### src/rtl/syrup_mem_arbiter.sv
// Round-robin arbiter sharing one single-port Syrup memory among NUM_PORTS requesters,
// with registered memory commands, a per-port lock and fixed-latency read-return routing.
module syrup_mem_arbiter #(
    parameter int NUM_PORTS  = 4,
    parameter int ADDR_WIDTH = 24,
    parameter int DATA_WIDTH = 32,
    parameter int BE_WIDTH   = 4,
    parameter int RD_LATENCY = 1
) (
    input  logic                             CLK,
    input  logic                             RST,
    input  logic [NUM_PORTS-1:0]             REQ,
    input  logic [NUM_PORTS-1:0]             WE,
    input  logic [NUM_PORTS-1:0]             LOCK,
    input  logic [NUM_PORTS*ADDR_WIDTH-1:0]  ADDR,
    input  logic [NUM_PORTS*DATA_WIDTH-1:0]  D,
    input  logic [NUM_PORTS*BE_WIDTH-1:0]    BE,
    output logic [NUM_PORTS-1:0]             GNT,
    output logic [NUM_PORTS-1:0]             RVALID,
    output logic [DATA_WIDTH-1:0]            RDATA,
    output logic [ADDR_WIDTH-1:0]            MEM_ADDR,
    output logic [DATA_WIDTH-1:0]            MEM_D,
    output logic                             MEM_WE,
    output logic                             MEM_RE,
    output logic [BE_WIDTH-1:0]              MEM_BE,
    input  logic [DATA_WIDTH-1:0]            MEM_Q
);

    localparam int PW = $clog2(NUM_PORTS);

    typedef enum logic {
        ST_OPEN,
        ST_LOCKED
    } lock_state_t;

    lock_state_t            r_state;
    lock_state_t            w_stateNext;
    logic [PW-1:0]          r_ptr;
    logic [PW-1:0]          r_owner;

    logic                   w_gntValid;
    logic [PW-1:0]          w_gntIdx;
    logic [PW-1:0]          w_scanPort;
    logic [PW-1:0]          w_ptrNext;
    int                     w_scanIdx;

    logic [ADDR_WIDTH-1:0]  w_selAddr;
    logic [DATA_WIDTH-1:0]  w_selD;
    logic [BE_WIDTH-1:0]    w_selBe;
    logic                   w_selWe;

    logic [ADDR_WIDTH-1:0]  r_memAddr;
    logic [DATA_WIDTH-1:0]  r_memD;
    logic [BE_WIDTH-1:0]    r_memBe;
    logic                   r_memWe;
    logic                   r_memRe;
    logic [PW-1:0]          r_memPort;

    logic                   r_tagValid [RD_LATENCY];
    logic [PW-1:0]          r_tagId    [RD_LATENCY];

    // Scan from the pointer downward so the lowest offset from PTR wins; a held lock bypasses the scan.
    always_comb begin
        w_gntValid = 1'b0;
        w_gntIdx   = '0;
        w_scanIdx  = 0;
        w_scanPort = '0;
        if (!RST) begin
            if (r_state == ST_LOCKED) begin
                if (REQ[r_owner]) begin
                    w_gntValid = 1'b1;
                    w_gntIdx   = r_owner;
                end
            end else begin
                for (int k = NUM_PORTS - 1; k >= 0; k--) begin
                    w_scanIdx = int'(r_ptr) + k;
                    if (w_scanIdx >= NUM_PORTS) begin
                        w_scanIdx = w_scanIdx - NUM_PORTS;
                    end
                    w_scanPort = PW'(w_scanIdx);
                    if (REQ[w_scanPort]) begin
                        w_gntValid = 1'b1;
                        w_gntIdx   = w_scanPort;
                    end
                end
            end
        end
    end

    always_comb begin
        GNT = '0;
        if (w_gntValid) begin
            GNT[w_gntIdx] = 1'b1;
        end
    end

    always_comb begin
        w_selAddr = '0;
        w_selD    = '0;
        w_selBe   = '0;
        w_selWe   = 1'b0;
        for (int p = 0; p < NUM_PORTS; p++) begin
            if (w_gntIdx == PW'(p)) begin
                w_selAddr = ADDR[p*ADDR_WIDTH +: ADDR_WIDTH];
                w_selD    = D[p*DATA_WIDTH +: DATA_WIDTH];
                w_selBe   = BE[p*BE_WIDTH +: BE_WIDTH];
                w_selWe   = WE[p];
            end
        end
    end

    // The locked owner is the only eligible port, so advancing PTR on every grant equals advancing on release.
    assign w_ptrNext = (w_gntIdx == PW'(NUM_PORTS - 1)) ? '0 : w_gntIdx + 1'b1;

    always_comb begin
        w_stateNext = r_state;
        if (w_gntValid) begin
            w_stateNext = LOCK[w_gntIdx] ? ST_LOCKED : ST_OPEN;
        end
    end

    always_ff @(posedge CLK) begin
        if (RST) begin
            r_state <= ST_OPEN;
        end else begin
            r_state <= w_stateNext;
        end
    end

    always_ff @(posedge CLK) begin
        if (RST) begin
            r_ptr     <= '0;
            r_owner   <= '0;
            r_memAddr <= '0;
            r_memD    <= '0;
            r_memBe   <= '0;
            r_memWe   <= 1'b0;
            r_memRe   <= 1'b0;
            r_memPort <= '0;
        end else if (w_gntValid) begin
            r_ptr     <= w_ptrNext;
            r_owner   <= w_gntIdx;
            r_memAddr <= w_selAddr;
            r_memD    <= w_selD;
            r_memBe   <= w_selBe;
            r_memWe   <= w_selWe;
            r_memRe   <= ~w_selWe;
            r_memPort <= w_gntIdx;
        end else begin
            r_memWe   <= 1'b0;
            r_memRe   <= 1'b0;
        end
    end

    // Stage k holds the issuing port of the read that was on the memory bus k+1 cycles ago.
    always_ff @(posedge CLK) begin
        if (RST) begin
            for (int i = 0; i < RD_LATENCY; i++) begin
                r_tagValid[i] <= 1'b0;
                r_tagId[i]    <= '0;
            end
        end else begin
            r_tagValid[0] <= r_memRe;
            r_tagId[0]    <= r_memPort;
            for (int i = 1; i < RD_LATENCY; i++) begin
                r_tagValid[i] <= r_tagValid[i-1];
                r_tagId[i]    <= r_tagId[i-1];
            end
        end
    end

    always_comb begin
        RVALID = '0;
        if (!RST && r_tagValid[RD_LATENCY-1]) begin
            RVALID[r_tagId[RD_LATENCY-1]] = 1'b1;
        end
    end

    assign RDATA    = MEM_Q;
    assign MEM_ADDR = r_memAddr;
    assign MEM_D    = r_memD;
    assign MEM_BE   = r_memBe;
    assign MEM_WE   = r_memWe;
    assign MEM_RE   = r_memRe;

endmodule

### config.mk
export PLATFORM = sky130hd
export DESIGN_NAME = syrup_mem_arbiter
export DESIGN_NICKNAME = d
export VERILOG_FILES = /design/src/rtl/syrup_mem_arbiter.sv
export SDC_FILE = /design/constraint.sdc
export NUM_CORES = 1
export LEC_CHECK = 0
export CORE_AREA = 5 5 148 150
export DETAILED_ROUTE_END_ITERATION = 8
export DIE_AREA = 0 0 153 155
export DONT_BUFFER_PORTS = 1
export SLEW_MARGIN = 20
export SYNTH_ARGS = -nofsm -noshare
export SYNTH_HDL_FRONTEND = slang
export SYNTH_SLANG_ARGS = --single-unit
### constraint.sdc
create_clock -name CLK -period 3.5 [get_ports CLK]
set_clock_uncertainty 0.15 [all_clocks]
set_input_delay 0.525 -clock CLK [delete_from_list [all_inputs] [get_ports CLK]]
set_output_delay 0.525 -clock CLK [all_outputs]
set_load 0.1 [all_outputs]
### After elaboration in Yosys (flattened, before gate mapping)

Memory sizes are Yosys's and may differ from the RTL's.
Cells that the tools add are included.

| word-level totals | value |
|---|---|
| register bits after elaboration | 67 |
| memory bits (writable) | 3 |
| output and inout port bits | 102 |
| logic and storage cells | 113 |
| memories | 2 |

| cells by class | value |
|---|---|
| add/subtract/negate cells | 8 |
| order comparisons | 13 |
| equality and inequality tests | 3 |
| mux-type cells | 69 |
| bitwise logic cells | 2 |
| reduce and logical (&&, ||, !) cells | 8 |

Memory list:

| memory | words | width | read ports | clocked after memory_dff | write ports | RTL line | text |
|---|---|---|---|---|---|---|---|
| r_tagId | 1 | 2 | 1 | 0 | 1 | 60 | `logic [PW-1:0] r_tagId [RD_LATENCY];` |
| r_tagValid | 1 | 1 | 1 | 0 | 1 | 59 | `logic r_tagValid [RD_LATENCY];` |

Operator list:

| kind | count |
|---|---|
| $mux 32 | 4 |
| $mux 24 | 4 |
| $mux 2 | 21 |
| $mux 1 | 26 |
| $mux 4 | 6 |
| $lt 2x3->1 const B | 7 |
| $bmux 1 s2 | 6 |
| $ge 3x3->1 const B | 3 |
| $sub 2x1->2 const B | 4 |
| $add 2x2->3 const B | 2 |
| $demux 1 s2 | 2 |
| $eq 2x2->1 const B | 2 |
| $ge 2x1->1 const B | 2 |
| $reduce_or 2->1 | 2 |
| $add 2x1->3 const B | 1 |
| $ge 2x3->1 const B | 1 |
| $logic_and 1x1->1 | 3 |
| $add 2x1->2 const B | 1 |
| $eq 2x1->1 const B | 1 |
| $logic_not 2->1 | 1 |
| $not 1->1 | 2 |
| $logic_not 1->1 | 1 |
| $reduce_or 1->1 | 1 |

### Logic depth before layout (Yosys ltp)

| logic depth | value |
|---|---|
| word-level depth | 19 |
| mapped depth | 14 |
| depth with buffers taken out | 12 |

### Least setup slack after synthesis

OpenSTA, ideal clock, no wires.

| timing | value |
|---|---|
| kind | input -> output |
| from | input port REQ[0] |
| to | output port GNT[3] |
| data arrival time | 3.479 ns |
| required time | 2.825 ns |
| slack | -0.654 ns |
| stages | 9 |
| buffers on the path | 3 |
| cells stage by stage | nor4_1 o41ai_4 inv_1 ha_1 clkbuf_1 clkbuf_1 clkbuf_1 inv_1 nor2_1 |

| between the ends | value |
|---|---|
| word-level cells in the longest chain between the ends | 13 |
| elaborated cells on any way between the ends | 30 |
| classes of those cells | 2 x order compare; 27 x mux; 1 x reduce/logical |

RTL lines:

| what | RTL line | text |
|---|---|---|
| start, declared | 12 | `input logic [NUM_PORTS-1:0] REQ,` |
| $bmux 1 s2 | 81 | `if (REQ[w_scanPort]) begin` |
| $mux 1 (implied by the code) | 81 |  |
| $mux 2 (4 in series) | 81 |  |
| $mux 2 * | 69 | `if (r_state == ST_LOCKED) begin` |
| $mux 2 * | 68 | `if (!RST) begin` |
| via w_gntIdx[0] | 42 | `logic [PW-1:0] w_gntIdx;` |
| $lt 2x3->1 (implied by the code) or $ge 2x1->1 (tied branches) | 93 | `GNT[w_gntIdx] = 1'b1;` |
| $logic_and 1x1->1 (implied by the code) | 93 |  |
| $mux 1 (implied by the code) | 93 |  |
| $demux 1 s2 * | 93 |  |
| $mux 4 * | 92 | `if (w_gntValid) begin` |
| end, declared | 18 | `output logic [NUM_PORTS-1:0] GNT,` |

Mark *: on every way through the listed nets, which the timed path passes. The rest lies on a longest branch. The select of a mux whose other input is x is not followed.

### Worst setup path in the final report

| timing | value |
|---|---|
| from | register r_ptr[0] |
| to | output port GNT[1] |

| between the ends | value |
|---|---|
| word-level cells in the longest chain between the ends | 18 |
| elaborated cells on any way between the ends | 49 |
| classes of those cells | 7 x add/sub; 6 x order compare; 35 x mux; 1 x reduce/logical |

RTL lines:

| what | RTL line | text |
|---|---|---|
| start, declared | 38 | `logic [PW-1:0] r_ptr;` |
| start signal, assigned | 141 | `r_ptr <= w_ptrNext;` |
| $add 2x2->3 | 76 | `w_scanIdx = int'(r_ptr) + k;` |
| $ge 3x3->1 or $sub 2x1->2 (tied branches) | 77, 78 |  |
| $mux 2 | 77 | `if (w_scanIdx >= NUM_PORTS) begin` |
| $mux 2 | 69 |  |
| $mux 2 | 68 |  |
| $bmux 1 s2 | 81 |  |
| $mux 1 (implied by the code) | 81 |  |
| $mux 2 (4 in series) | 81 |  |
| $mux 2 | 69 |  |
| $mux 2 | 68 |  |
| $lt 2x3->1 (implied by the code) or $ge 2x1->1 (tied branches) | 93 |  |
| $logic_and 1x1->1 (implied by the code) | 93 |  |
| $mux 1 (implied by the code) | 93 |  |
| $demux 1 s2 | 93 |  |
| $mux 4 * | 92 |  |

Every way passes the cells marked *; elsewhere a longest branch is shown, timed or not. The select of a mux whose other input is x is not followed.

==> flow_summary.yaml <==
outcome:
  status: "finished clean"
hold_path:
  worstHoldPathCells: 1
  hp-start: "RST"
  min_to: "r_tagValid[0]$_SDFF_PP0_"
  hold_class: "in2reg"
cts:
  cts_buffers: 9
  ctsRootBufferMaster: "clkbuf_16"
  cts_hold_buf: 0
  cts_tree: "done"
  clock-sinks: 70
  clk_latency_ps: 330
  clock_path_buffers: 2
  htree_levels: 3
  clk_pin_slew_ps: 60
place:
  place_hpwl_um: 12800
  pre_cts_ws_ps: 327
  port_buffers: 0
  placed_area_sq_mm: 0.00465
  gp_routability_congestion: 0.802
  place_inst: 801
power_and_ir_drop:
  ir_drop_mv: 0.363
  power_frac_comb_pct: 25.1
  power.density_mw_per_mm2: 1060
  power.total_mw: 5.21
  p_leak_nw: 1.65
  clkPwrFrac_pct: 16.8
  seq_power_share_pct: 58.1
  power_switching_mw: 3.10
  switching_share_pct: 59.5
  p_int_mw: 2.11
setup_path:
  worstSetupStartpointType: "flip-flop"
  regToRegEndpoint: "MEM_ADDR[4]$_SDFFE_PP0P_"
  critPathArrivalTime_ps: 2630
  r2r_cells: 11
  cpPeakStageDelay_ps: 390
  crit_top_cell: "inv_1"
  critPathLaunch: "r_ptr[0]$_SDFFE_PP0P_"
  regToRegStartpoint: "r_ptr[0]$_SDFFE_PP0P_"
  path_class: "reg2out"
  cp_slowest_cell: "dfxtp_1"
  crit_path_end_kind: "primary output"
  worstPathRequired_ps: 2820
  cp_max_fo: 30
  r2r_slack_ps: 450
  cp_cell_sequence: "inv_1 > o21ai_0 > o2bb2a_1 > mux2_2 > nand2b_1 > ha_2 > buf_8 > inv_1 > nor2_4 > buf_12"
sta:
  fin_crit_ps: 3300
  fin_ws_ps: 198
  tns_ps: 0
  setup_viol: 0
  fin_crit_sh_pct: 94.3
  maxSlewViolCount: 0
  tightest_slew_ps: 1080
  fmax_ghz: 0.303
  relSlewSlack_pct: 27.8
  rsz0062_at_grt: "no"
  finalHoldViolations: 0
floorplanning:
  start_util_pct: 21.9
  core_sq_mm: 0.0206
  num_io_pins: 388
  die_area_sq_mm: 0.0237
  die_w_um: 153
  rows: 53
  die_y_um: 155
routing:
  drtPass1Iterations: 5
  ant_nets: 0
  wl_per_cell_um: 20.6
  drtIter0Drc: 357
  avgViaCountPerCell: 5.34
  routed_wl_um: 16800
  vias: 4361
  drc: 0
final_layout:
  syn_to_final_growth_pct: 9.78
  final_cells: 816
  fillCellCount: 2266
  layout_commonest_cell: "dfxtp_1"
  drive_gt1_share_pct: 9.44
  final_cell_area_sq_mm: 0.00493
  layout.nets: 827
  final_cell_mix: "dfxtp_1 (70), a21oi_1 (69), nor2_1 (66)"
synthesis:
  synthAdderAreaFrac_pct: 1.11
  ys_ff_latch: 70
  yosys_warnings: 0
  synthMuxAreaShare_pct: 1.64
  synth-compound-area-share_pct: 28.4
  synth_xor_area_share_pct: 0
  synth_area_sq_mm: 0.00449
  synth_top_family_by_area: "compound AO/OA/AOI/OAI gates"
  synthSimpleGateAreaFrac_pct: 25.8
  seq_area_frac_synth_pct: 31.2
  yosysUniqueCellTypes: 33
  postSynthAreaPerCell_sq_um: 7.50
  netlist_instances: 599
  synth_fp_nets: 889
flow_run:
  maxCapViolCount: 0
global_routing:
  grt.total_usage_pct: 13.3
  gr-total-overflow: 0
  grt_max_degree: 72
  grt_pass1_vias: 4343
  grt_pass1_wl_um: 24900
  antenna_found_initial: 2
-- metal layers --
metal / wire length [um] / vias to the layer above / GRT usage [%] / part of all wire, %
met3: 1790 / 32 / 5.48 / 11
li1: - / 2053 / - / -
met4: 439 / 2 / 5.69 / 2.6
met2: 8000 / 268 / 22.1 / 48
met1: 6580 / 2006 / 15.2 / 39
met5: 13 / - / 0 / 0.077
-- critical path, delay by kind of cell, from the launching register on --
kind / cells / cell delay, ps
compound gates: 2 / 420
mux: 1 / 300
fa+ha+maj: 1 / 280
flops: 1 / 390
simple gates: 2 / 270
buf+inv: 4 / 620
-- timing repair --
| item | 4_1_cts | 5_1_grt |
|---|---|---|
| endpoints found under the setup margin | 0 | 1 |
| gates resized for setup | 0 | 2 |
| buffers inserted | 0 | 0 |
-- cells by family after synthesis --
kind of cell	count (synthesis)
buf+inv	104
fa+ha+maj	4
compound gates	199
flops	70
simple gates	215
mux	7
-- how the worst max path moves through the flow --
stage | cells past startpoint | slack, ps | to
floorplan | 8 | 50 | GNT[0]
global placement | 8 | 440 | GNT[1]
detailed placement | 8 | 330 | GNT[1]
CTS | 8 | 60 | GNT[1]
global route | 10 | 20 | GNT[1]
finish | 10 | 200 | GNT[1]
-- sequential cells by signal, summed over array words and instances, names as in the netlist --
register	count
r_tagId	2
MEM_ADDR	24
MEM_RE	1
MEM_BE	4
MEM_D	32
r_tagValid	1
MEM_WE	1
r_ptr	2
r_state	1
r_memPort	2
-- Yosys cell counts --
| cell type | n | area share (%) |
|---|---|---|
| nor2_1 | 73 | 6.1 |
| buf_4 | 32 | 5.3 |
| clkbuf_1 | 52 | 4.3 |
| buf_6 | 2 | 0.50 |
| mux2_1 | 2 | 0.50 |
| mux2i_1 | 4 | 0.89 |
| and4_1 | 1 | 0.20 |
| a221o_1 | 1 | 0.22 |
| o21ai_0 | 62 | 6.9 |
| nand3b_1 | 63 | 11 |
| a221oi_1 | 60 | 12 |
| a21oi_1 | 69 | 7.7 |
| ha_1 | 4 | 1.1 |
| buf_2 | 7 | 0.78 |
| and3_1 | 1 | 0.14 |
| nand2_1 | 5 | 0.42 |
| a221oi_2 | 1 | 0.33 |
| dfxtp_1 | 70 | 31 |
| o2bb2a_1 | 1 | 0.22 |
| nor3b_1 | 1 | 0.17 |
| a21o_1 | 1 | 0.17 |
| nor3_1 | 61 | 6.8 |
| nor2b_1 | 6 | 0.84 |
| nor2_2 | 1 | 0.14 |
| nor4_1 | 1 | 0.14 |
| a211oi_2 | 1 | 0.28 |
| nand2b_1 | 1 | 0.14 |
| inv_1 | 10 | 0.84 |
| nor4b_1 | 1 | 0.20 |
| mux2_2 | 1 | 0.25 |
| o41ai_4 | 1 | 0.61 |
| o21ai_1 | 2 | 0.22 |
| clkinv_1 | 1 | 0.083 |
-- metrics by stage --
stage | utilization [%] | hold WS [ps]
final | 24.0 | 127
after global routing | 24.0 | 92.6
after CTS | 23.9 | 85.6
after detailed placement | 22.6 | 398
after global placement | 22.6 | 387
after floorplan | - | 344
-- power groups by stage --
stage | Combinational (mW) | Clock, mW | Sequential [mW]
2_1_floorplan | 1.20 | 0 | 2.95
3_3_place_gp | 1.27 | 0 | 3.04
3_5_place_dp | 1.30 | 0 | 3.04
4_1_cts | 1.30 | 0.933 | 3.03
5_1_grt | 1.50 | 0.958 | 3.06
6_report | 1.31 | 0.872 | 3.03
-- cell type report --
cell class,instances,area [sq um],share of cell area [%]
timing repair buffer,20,233,4.72
inverter,11,41.3,0.837
tap,275,344,6.98
antenna,1,2.50,0.0507
clock buffer,13,270,5.48
multi-input combinational,425,2630,53.4
sequential,70,1400,28.4
clock inverter,1,5.00,0.101
Note: power is estimated with default switching activity, not from simulation.
